**src/rtl/systolic_pkg.sv**
```systemverilog
// Shared definitions for the systolic array sequencer.
//   state_t      : sequencer states IDLE -> CLEAR -> FEED -> DONE
//   feed_len()   : number of FEED cycles for an N x N array (3N-2)
//   cnt_width()  : width of the feed counter for an N x N array
//   lane_hit()   : skew helper, true when lane 'lane' reads element 'k' at 'cnt'
package systolic_pkg;

    typedef enum logic [1:0] {
        ST_IDLE,
        ST_CLEAR,
        ST_FEED,
        ST_DONE
    } state_t;

    function automatic int feed_len(input int n);
        return 3 * n - 2;
    endfunction

    function automatic int cnt_width(input int n);
        return $clog2(3 * n - 2);
    endfunction

    // Values for the default 4 x 4 array.
    localparam int FEED_LEN = feed_len(4);
    localparam int CNT_W    = cnt_width(4);

    // Lane 'lane' is delayed by 'lane' cycles, so at feed step 'cnt' it
    // presents element cnt-lane. Evaluated on int so cnt-lane never wraps;
    // callers only pass k in 0..N-1, which bounds the valid window.
    function automatic logic lane_hit(input int cnt, input int lane, input int k);
        return (cnt - lane) == k;
    endfunction

endpackage

```
**src/rtl/operand_bank.sv**
```systemverilog
// N x N operand register file with a skewed read port.
//   clk_i, rst_ni : clock, asynchronous active-low reset (zeroes the bank)
//   wr_en_i       : write wr_data_i into entry wr_idx_i this cycle
//   wr_idx_i      : entry (row of A, or column of B) to write
//   wr_data_i     : N elements, element k in bits [k*DATA_WIDTH +: DATA_WIDTH]
//   rd_en_i       : enable the skewed read (outputs 0 when low)
//   cnt_i         : feed step; lane l outputs entry l, element cnt_i-l
//   rd_data_o     : N lanes, lane l in bits [l*DATA_WIDTH +: DATA_WIDTH]
module operand_bank
    import systolic_pkg::*;
#(
    parameter int N          = 4,
    parameter int DATA_WIDTH = 32,
    parameter int CNT_W      = 4
) (
    input  logic                    clk_i,
    input  logic                    rst_ni,
    input  logic                    wr_en_i,
    input  logic [$clog2(N)-1:0]    wr_idx_i,
    input  logic [N*DATA_WIDTH-1:0] wr_data_i,
    input  logic                    rd_en_i,
    input  logic [CNT_W-1:0]        cnt_i,
    output logic [N*DATA_WIDTH-1:0] rd_data_o
);

    logic [DATA_WIDTH-1:0] r_mem [N][N];

    // NOTE: the storage is reset because a reset must leave the banks
    // zeroed, so this array cannot map onto a reset-less RAM macro.
    always_ff @(posedge clk_i or negedge rst_ni) begin
        if (!rst_ni) begin
            for (int r = 0; r < N; r++)
                for (int c = 0; c < N; c++)
                    r_mem[r][c] <= '0;
        end else if (wr_en_i) begin
            for (int c = 0; c < N; c++)
                r_mem[wr_idx_i][c] <= wr_data_i[c*DATA_WIDTH +: DATA_WIDTH];
        end
    end

    // NOTE: the output is defaulted before the loops so every path assigns
    // it and no latch is inferred.
    always_comb begin
        rd_data_o = '0;
        if (rd_en_i) begin
            for (int l = 0; l < N; l++)
                for (int k = 0; k < N; k++)
                    if (lane_hit(int'(cnt_i), l, k))
                        rd_data_o[l*DATA_WIDTH +: DATA_WIDTH] = r_mem[l][k];
        end
    end

endmodule

```
**src/rtl/systolic_ctrl.sv**
```systemverilog
// Sequencer for an N x N output-stationary systolic MAC array.
//   clk_i, rst_ni : clock, asynchronous active-low reset
//   wr_en_i       : write one operand vector (accepted only in IDLE)
//   wr_sel_i      : 0 = A row, 1 = B column
//   wr_idx_i      : row index for A, column index for B
//   wr_data_i     : N elements, element k in bits [k*DATA_WIDTH +: DATA_WIDTH]
//   start_i       : begin a multiply (sampled only in IDLE)
//   carry_i       : OR of all PE carry outputs
//   left_o, up_o  : skewed operand lanes into the array's left / top edges
//   pe_rst_no     : registered active-low accumulator clear
//   busy_o        : high in CLEAR and FEED
//   done_o        : one-cycle pulse when results are valid
//   ovf_o         : sticky overflow for the current multiply
module systolic_ctrl
    import systolic_pkg::*;
#(
    parameter int DATA_WIDTH = 32,
    parameter int N          = 4
) (
    input  logic                    clk_i,
    input  logic                    rst_ni,
    input  logic                    wr_en_i,
    input  logic                    wr_sel_i,
    input  logic [$clog2(N)-1:0]    wr_idx_i,
    input  logic [N*DATA_WIDTH-1:0] wr_data_i,
    input  logic                    start_i,
    input  logic                    carry_i,
    output logic [N*DATA_WIDTH-1:0] left_o,
    output logic [N*DATA_WIDTH-1:0] up_o,
    output logic                    pe_rst_no,
    output logic                    busy_o,
    output logic                    done_o,
    output logic                    ovf_o
);

    localparam int                L_CNT_W  = cnt_width(N);
    localparam logic [L_CNT_W-1:0] CNT_LAST = L_CNT_W'(feed_len(N) - 1);

    state_t               r_state;
    logic [L_CNT_W-1:0]   r_cnt;
    logic                 r_pe_rst_n;
    logic                 r_busy;
    logic                 r_done;
    logic                 r_ovf;

    logic                 w_idle;
    logic                 w_feed;
    logic                 w_wr_a;
    logic                 w_wr_b;

    assign w_idle = (r_state == ST_IDLE);
    assign w_feed = (r_state == ST_FEED);
    // Banks only change in IDLE, so operands are frozen for a whole multiply.
    assign w_wr_a = wr_en_i && w_idle && !wr_sel_i;
    assign w_wr_b = wr_en_i && w_idle &&  wr_sel_i;

    // Outputs are registered alongside the state so they change on the same
    // edge as the state they describe.
    // NOTE: sequential state uses non-blocking assignments only, so every
    // register sees the pre-edge values of the others.
    always_ff @(posedge clk_i or negedge rst_ni) begin
        if (!rst_ni) begin
            r_state    <= ST_IDLE;
            r_cnt      <= '0;
            r_pe_rst_n <= 1'b0;
            r_busy     <= 1'b0;
            r_done     <= 1'b0;
            r_ovf      <= 1'b0;
        end else begin
            r_pe_rst_n <= 1'b1;
            r_done     <= 1'b0;
            case (r_state)
                ST_IDLE: begin
                    if (start_i) begin
                        r_state    <= ST_CLEAR;
                        r_ovf      <= 1'b0;
                        r_pe_rst_n <= 1'b0;
                        r_busy     <= 1'b1;
                    end
                end
                ST_CLEAR: begin
                    r_state <= ST_FEED;
                    r_cnt   <= '0;
                end
                ST_FEED: begin
                    if (carry_i)
                        r_ovf <= 1'b1;
                    if (r_cnt == CNT_LAST) begin
                        r_state <= ST_DONE;
                        r_busy  <= 1'b0;
                        r_done  <= 1'b1;
                    end else begin
                        r_cnt <= r_cnt + L_CNT_W'(1);
                    end
                end
                ST_DONE: begin
                    if (carry_i)
                        r_ovf <= 1'b1;
                    r_state <= ST_IDLE;
                end
                default: r_state <= ST_IDLE;
            endcase
        end
    end

    operand_bank #(.N(N), .DATA_WIDTH(DATA_WIDTH), .CNT_W(L_CNT_W)) u_bank_a (
        .clk_i     (clk_i),
        .rst_ni    (rst_ni),
        .wr_en_i   (w_wr_a),
        .wr_idx_i  (wr_idx_i),
        .wr_data_i (wr_data_i),
        .rd_en_i   (w_feed),
        .cnt_i     (r_cnt),
        .rd_data_o (left_o)
    );

    // B is stored by column, so entry j element k is B[k][j] and the same
    // [lane][cnt-lane] read yields B[cnt-j][j] on lane j.
    operand_bank #(.N(N), .DATA_WIDTH(DATA_WIDTH), .CNT_W(L_CNT_W)) u_bank_b (
        .clk_i     (clk_i),
        .rst_ni    (rst_ni),
        .wr_en_i   (w_wr_b),
        .wr_idx_i  (wr_idx_i),
        .wr_data_i (wr_data_i),
        .rd_en_i   (w_feed),
        .cnt_i     (r_cnt),
        .rd_data_o (up_o)
    );

    assign pe_rst_no = r_pe_rst_n;
    assign busy_o    = r_busy;
    assign done_o    = r_done;
    assign ovf_o     = r_ovf;

endmodule
```
**config.mk**
```make
export PLATFORM = sky130hd
export DESIGN_NAME = systolic_ctrl
export DESIGN_NICKNAME = d
export VERILOG_FILES = /design/src/rtl/systolic_pkg.sv /design/src/rtl/operand_bank.sv /design/src/rtl/systolic_ctrl.sv
export SDC_FILE = /design/constraint.sdc
export NUM_CORES = 2
export LEC_CHECK = 0
export ABC_AREA = 0
export BUFFER_PORTS_ARGS = -buffer_cell sky130_fd_sc_hd__clkbuf_2
export CAP_MARGIN = 0
export CORE_ASPECT_RATIO = 1.2
export CORE_MARGIN = 5
export CORE_UTILIZATION = 35
export DETAILED_ROUTE_END_ITERATION = 8
export PLACE_DENSITY = 0.58
export SETUP_SLACK_MARGIN = 0.1
export SKIP_LAST_GASP = 1
export SLEW_MARGIN = 20
export SYNTH_ARGS = -nofsm -noshare
export SYNTH_HDL_FRONTEND = slang
export SYNTH_SLANG_ARGS = --single-unit
```
**constraint.sdc**
```tcl
create_clock -name clk_i -period 2.4 [get_ports clk_i]
set_clock_uncertainty 0.05 [all_clocks]
set_input_delay 0 -clock clk_i [delete_from_list [all_inputs] [get_ports clk_i]]
set_output_delay 0 -clock clk_i [all_outputs]
set_load 0.02 [all_outputs]
```
Word-level counts from Yosys, hierarchy flattened
Index checks and enable logic that the tools add are counted.
{"block": "op_classes", "n_reduce_logical": 18, "n_eq_ne": 20, "bitwise": 1, "n_addsub": 4, "order_cmp": 2, "muxes": 65}
{"op": "512-bit bitwise mux", "count": 8}
{"op": "32-bit 2-to-1 mux", "count": 33}
{"op": "128-bit demux with 2-bit select", "count": 4}
{"op": "128-bit 2-to-1 mux", "count": 3}
{"op": "32-bit by 3-bit == test with 1-bit output, second input constant", "count": 6}
{"op": "32-bit zero test", "count": 4}
{"op": "32-bit by 2-bit == test with 1-bit output, second input constant", "count": 3}
{"op": "96-bit 2-to-1 mux", "count": 1}
{"op": "64-bit 2-to-1 mux", "count": 1}
{"op": "4-bit by 2-bit subtractor with 5-bit output, second input constant", "count": 2}
{"op": "4-bit by 3-bit == test with 1-bit output, second input constant", "count": 2}
{"op": "1-bit 2-to-1 mux", "count": 8}
{"op": "2-bit case mux with 4 select lines", "count": 1}
{"op": "4-bit case mux with 2 select lines", "count": 1}
{"op": "2-bit inequality test, second input constant", "count": 3}
{"op": "3-bit AND reduction", "count": 2}
{"op": "2-bit nonzero test", "count": 3}
{"op": "4-bit by 1-bit subtractor with 5-bit output, second input constant", "count": 1}
{"op": "4-bit by 1-bit adder with 4-bit output, second input constant", "count": 1}
{"op": "2-bit == test, second input constant", "count": 2}
{"op": "4-bit by 2-bit == test with 1-bit output, second input constant", "count": 1}
{"op": "4-bit == test, second input constant", "count": 1}
{"op": "1-bit logical AND", "count": 4}
{"op": "2-bit 2-to-1 mux", "count": 2}
{"op": "11 further kinds", "count": 13}
{"block": "totals", "regBits": 1034, "out_inout_bits": 260, "inputBits": 136, "elab_cells": 148}

Logic depth before layout (Yosys ltp)
{"block": "depth", "ltp_word": 9, "ltp_mapped": 9}

Cells and area by module
From an unflattened synthesis, not the netlist that was laid out.
{"block": "unflattened", "cells_unflattened": 3577, "area_unflattened_um2": 46786.1}
{"module": "operand_bank at u_bank_b", "n_inst": 1, "cells_per_inst": 1767, "area_each_um2": 23226.0, "seq_area_each_um2": 12812.3}
{"module": "operand_bank at u_bank_a", "n_inst": 1, "cells_per_inst": 1755, "area_each_um2": 22965.8, "seq_area_each_um2": 12812.3}
{"module": "systolic_ctrl", "n_inst": 1, "cells_per_inst": 55, "area_each_um2": 594.3, "seq_area_each_um2": 250.2}

Worst setup path after synthesis
No wires, ideal clock.
{"block": "synth_timing", "kind": "reg-to-output", "start": "register r_cnt[1]", "end": "output left_o[32]", "setup_slack_ps": 23, "path_stages_with_launch": 9, "arrival_ps": 2327, "required_time_ps": 2350, "path_buffers": 4, "path_cell_list": "dfrtp_1 -> inv_1 -> ha_1 -> buf_2 -> buf_2 -> buf_1 -> clkbuf_1 -> a21oi_1 -> a221oi_1"}
{"block": "synth_between", "elab_chain_len": 7, "word_cells_on_any_way": 10}
{"element": "start, declared", "line": "systolic_ctrl.sv:40", "source": "logic [L_CNT_W-1:0] r_cnt;"}
{"element": "start signal, assigned", "line": "systolic_ctrl.sv:93", "source": "r_cnt <= r_cnt + L_CNT_W'(1);"}
{"element": "4-bit by 1-bit subtractor with 5-bit output *", "line": "systolic_pkg.sv:31", "source": "return (cnt - lane) == k;"}
{"element": "32-bit zero test", "line": "systolic_pkg.sv:31"}
{"element": "32-bit 2-to-1 mux (3 in a row)", "line": "operand_bank.sv:48", "source": "if (lane_hit(int'(cnt_i), l, k))"}
{"element": "32-bit 2-to-1 mux *", "line": "operand_bank.sv:48"}
{"element": "128-bit 2-to-1 mux *", "line": "operand_bank.sv:45", "source": "if (rd_en_i) begin"}
{"element": "end, declared", "line": "systolic_ctrl.sv:28", "source": "output logic [N*DATA_WIDTH-1:0] left_o,"}
Every way passes the cells marked *; elsewhere a longest branch is shown, timed or not.

Worst setup path after layout
{"block": "layout_timing", "start": "register r_cnt[1]", "end": "output up_o[72]"}
{"block": "layout_between", "elab_chain_len": 7, "word_cells_on_any_way": 10}
{"element": "4-bit by 2-bit subtractor with 5-bit output *", "line": "systolic_pkg.sv:31"}
{"element": "32-bit zero test", "line": "systolic_pkg.sv:31"}
{"element": "32-bit 2-to-1 mux (3 in a row)", "line": "operand_bank.sv:48"}
{"element": "32-bit 2-to-1 mux *", "line": "operand_bank.sv:48"}
{"element": "128-bit 2-to-1 mux *", "line": "operand_bank.sv:45"}
{"element": "end, declared", "line": "systolic_ctrl.sv:29", "source": "output logic [N*DATA_WIDTH-1:0] up_o,"}
Marked as above.

==> impl_metrics.tcl <==
set metrics [dict create \
    grt_overflow 0 \
    layout_min_cycle_time_ps 3054 \
    post_dp_cell_area_sq_mm 0.05361 \
    synth.distinct_cells 35 \
    worstSetupStartpointType "flop" \
    clock.fmax_mhz 327.4 \
    start_util_pct 35.21 \
    async_flop_share_pct 100.0 \
    rsz0062_at_grt "true" \
    fin_ws_ps -654.1 \
    vias 36460 \
    die-area_sq_mm 0.1422 \
    endpoint_kind "primary output" \
    p_clk_share_pct 22.8 \
    seq_area_frac_synth_pct 54.89 \
    relSlewSlack_pct 54.45 \
    synth_area_sq_mm 0.04714 \
    first_global_vias 36780 \
    ant_nets 0 \
    core_sq_mm 0.1339 \
    rows 147 \
    numPortBuffers 395 \
    ys_ff_latch 1034 \
    status "finished with violations" \
    clkTransAtPathRegs_ps 60 \
    slowest_delay_ps 370 \
    yosysWarnings 0 \
    final_hold_viol_count 0 \
    ir_worst_vdd_mv 0.6633 \
    gp_congestion 0.7909 \
    clock-sinks 1034 \
    clock_latency_ps 730 \
    cap_violations 0 \
    fin_crit_sh_pct 127.3 \
    p_switching_mw 27.56 \
    initialDrtViolationCount 2735 \
    drc 0 \
    violations "negative setup slack" \
    finalMaxSlewViolations 0 \
    wl_met1_microns 74690 \
    antenna_found_initial 2 \
    intPower_mw 51.06 \
    path_class "flop to primary output" \
    die_y_microns 412.0 \
    worst_slew_pin_slew_ps 683.2 \
    dr_wl_met3_microns 9085 \
    synth_common_cells "1034 x dfrtp_1, 834 x mux2_2, 433 x nand2_1" \
    synthCells 4051 \
    first_pass_iters 8 \
    cp_data_arrival_time_ps 3000 \
    numCtsBuffers 110 \
    grt_max_degree 110 \
    p_comb_share_pct 39.9 \
    crit_chain "buf_4 -> ha_4 -> nor2b_4 -> buf_12 -> buf_12 -> a221oi_1 -> a211o_1 -> a21oi_1 -> clkbuf_4" \
    yosys.cell_count.top_type "dfrtp_1" \
    cts_tree "built" \
    sw_frac_of_total_pct 35.05 \
    die_w_microns 345.0 \
    stdcell_area_sq_mm 0.06222 \
    p_per_area_mw_per_mm2 1263 \
    drive_gt1_share_pct 42.83 \
    yosys_most_used_dff "dfrtp_1" \
    num_io_pins 396 \
    route.met2.wl_microns 82280 \
    synth_edf_count 0 \
    wl_per_cell_microns 25.79 \
    leakage_nw 27.76 \
    synth.avg_cell_area_sq_um 11.64 \
    setup_viol 258 \
    pwr-share-seq_pct 37.3 \
    clockBufferDepth 3 \
    routed_wirelength_microns 170400 \
    dp_cells 6183 \
    grt_pass1_wl_microns 249600 \
    grt_use_total_pct 23.06 \
    stdcell_count 6607 \
    crit_path_max_fanout 15 \
    num_antenna_cells 0 \
    synth_top_area_cell "dfrtp_1" \
    area_growth_pct 32.00 \
    syn_nets 4202 \
    hp-class "primary input to async pin" \
    path_common_cell "buf_12" \
    synth_top_area_share_pct 54.89 \
    clockRootBuffer "clkbuf_16" \
    crit_slowest_cell "dfrtp_1" \
    htreeDepth 3 \
    ys_top_cells_by_area "dfrtp_1 55%, mux2_2 20%, o21ai_0 3.6%, nand2_1 3.4%, a221oi_1 3.3%" \
    cp.required_ps 2350 \
    hpwl_microns 104000 \
    nets 4879 \
    viasPerCell 5.519 \
    top_layer_used "met4" \
]
-- logic make-up after synthesis --
family                     synth area share (%)
and+or+nand+nor                           5.229
AOI/OAI and AO/OA                         14.67
adders and majority gates                0.3981
DFF                                       54.89
buffers and inverters                     4.836
xor gates and xnor gates                0.05575
muxes                                     19.92
-- power groups by stage --
stage | logic [mW] | clock network [mW] | registers [mW]
2_1_floorplan | 16.9 | 0 | 28.2
3_3_place_gp | 25.4 | 0 | 28.9
3_5_place_dp | 25.8 | 0 | 29.2
4_1_cts | 29.4 | 18.3 | 29.0
5_1_grt | 33.7 | 19.0 | 30.0
6_report | 31.4 | 17.9 | 29.3
-- repair_timing --
item | CTS | global route
endpoints found under the setup margin | 256 | 536
endpoints found under the hold margin | 2063 | 0
pin swaps | 82 | 97
hold buffers | 139 | 0
gates cloned | 20 | 6
buffers inserted | 29 | 28
resized for setup | 310 | 355
-- through the flow --
step           hold WS, ps  total power, mW  TNS, ps  setup slack [ps]  utilization, %
2_1_floorplan       -345.6            45.09        0             96.24               -
3_3_place_gp        -28.51            54.29   -192.0            -87.76           40.04
3_5_place_dp        -28.31            55.07   -207.8            -83.69           40.04
4_1_cts              36.96            76.66  -150020            -675.5           45.44
5_1_grt              102.8            82.70  -167420            -757.8           46.47
6_report             67.61            78.62  -134810            -654.1           46.47
-- layout by cell type, fill, tap and decap left out, types with 5 or more instances in the layout --
cell type	n
nor2_1	17
clkbuf_2	274
nand2_1	392
buf_6	63
a221oi_1	129
o21ai_1	16
a221oi_2	45
buf_12	117
o21ai_2	26
a21oi_4	7
nor3b_1	21
nand2_4	18
ha_4	7
buf_8	16
a21oi_2	63
clkbuf_8	60
buf_16	20
bufbuf_16	9
a221oi_4	6
a32o_2	50
a21oi_1	230
inv_1	195
dlygate4sd3_1	138
nand2_2	23
a32o_1	14
mux2_2	834
dfrtp_1	1033
bufinv_16	10
clkbuf_1	23
ha_1	7
a211o_1	154
nor2b_1	65
clkbuf_16	120
clkinv_2	20
o21ai_0	298
buf_4	210
nor3b_2	5
inv_6	5
a22oi_1	12
clkbuf_4	21
-- flip-flops by register name (all words and copies together) (netlist names) --
register	count
busy_o	1
done_o	1
ovf_o	1
pe_rst_no	1
r_cnt	4
r_state	2
u_bank_a.r_mem	512
u_bank_b.r_mem	512
-- worst max-delay path, delay by kind of cell, from the launching register on --
family | cells | cell delay, ps
simple gates | 1 | 230
compound gates | 3 | 570
buf+inv | 4 | 830
flops | 1 | 370
fa+ha+maj | 1 | 240
-- layout make-up --
class	count	area, sq um
clock buffer	165	3324
clock inverter	38	476.7
fill	12290	71680
inverter	198	743.2
multi-input combinational	2475	20340
sequential	1034	25880
tap	1788	2237
timing repair buffer	909	9228
-- layer usage --
layer  track usage [%]  vias up
li1                  -    15860
met2             38.14     1184
met3             3.597      224
met1             31.46    19200
met5                 0        -
met4             6.903        0
-- worst paths after layout --
| path | from | endpoint | slack (ps) | depth (start not counted) |
|---|---|---|---|---|
| max in group asynchronous | rst_ni | u_bank_b.r_mem[72] | 1590 | 3 |
| worst max register to register | r_state[1] | u_bank_a.r_mem[180] | -120 | 8 |
| worst min register to register | u_bank_a.r_mem[364] | u_bank_a.r_mem[364] | 450 | 1 |
| min in group clk_i | start_i | busy_o | 90 | 4 |
| worst min-delay path | rst_ni | u_bank_a.r_mem[51] | 70 | 3 |
| worst max-delay path | r_cnt[1] | up_o[72] | -650 | 9 |
Note: power is estimated with default switching activity, not from simulation.
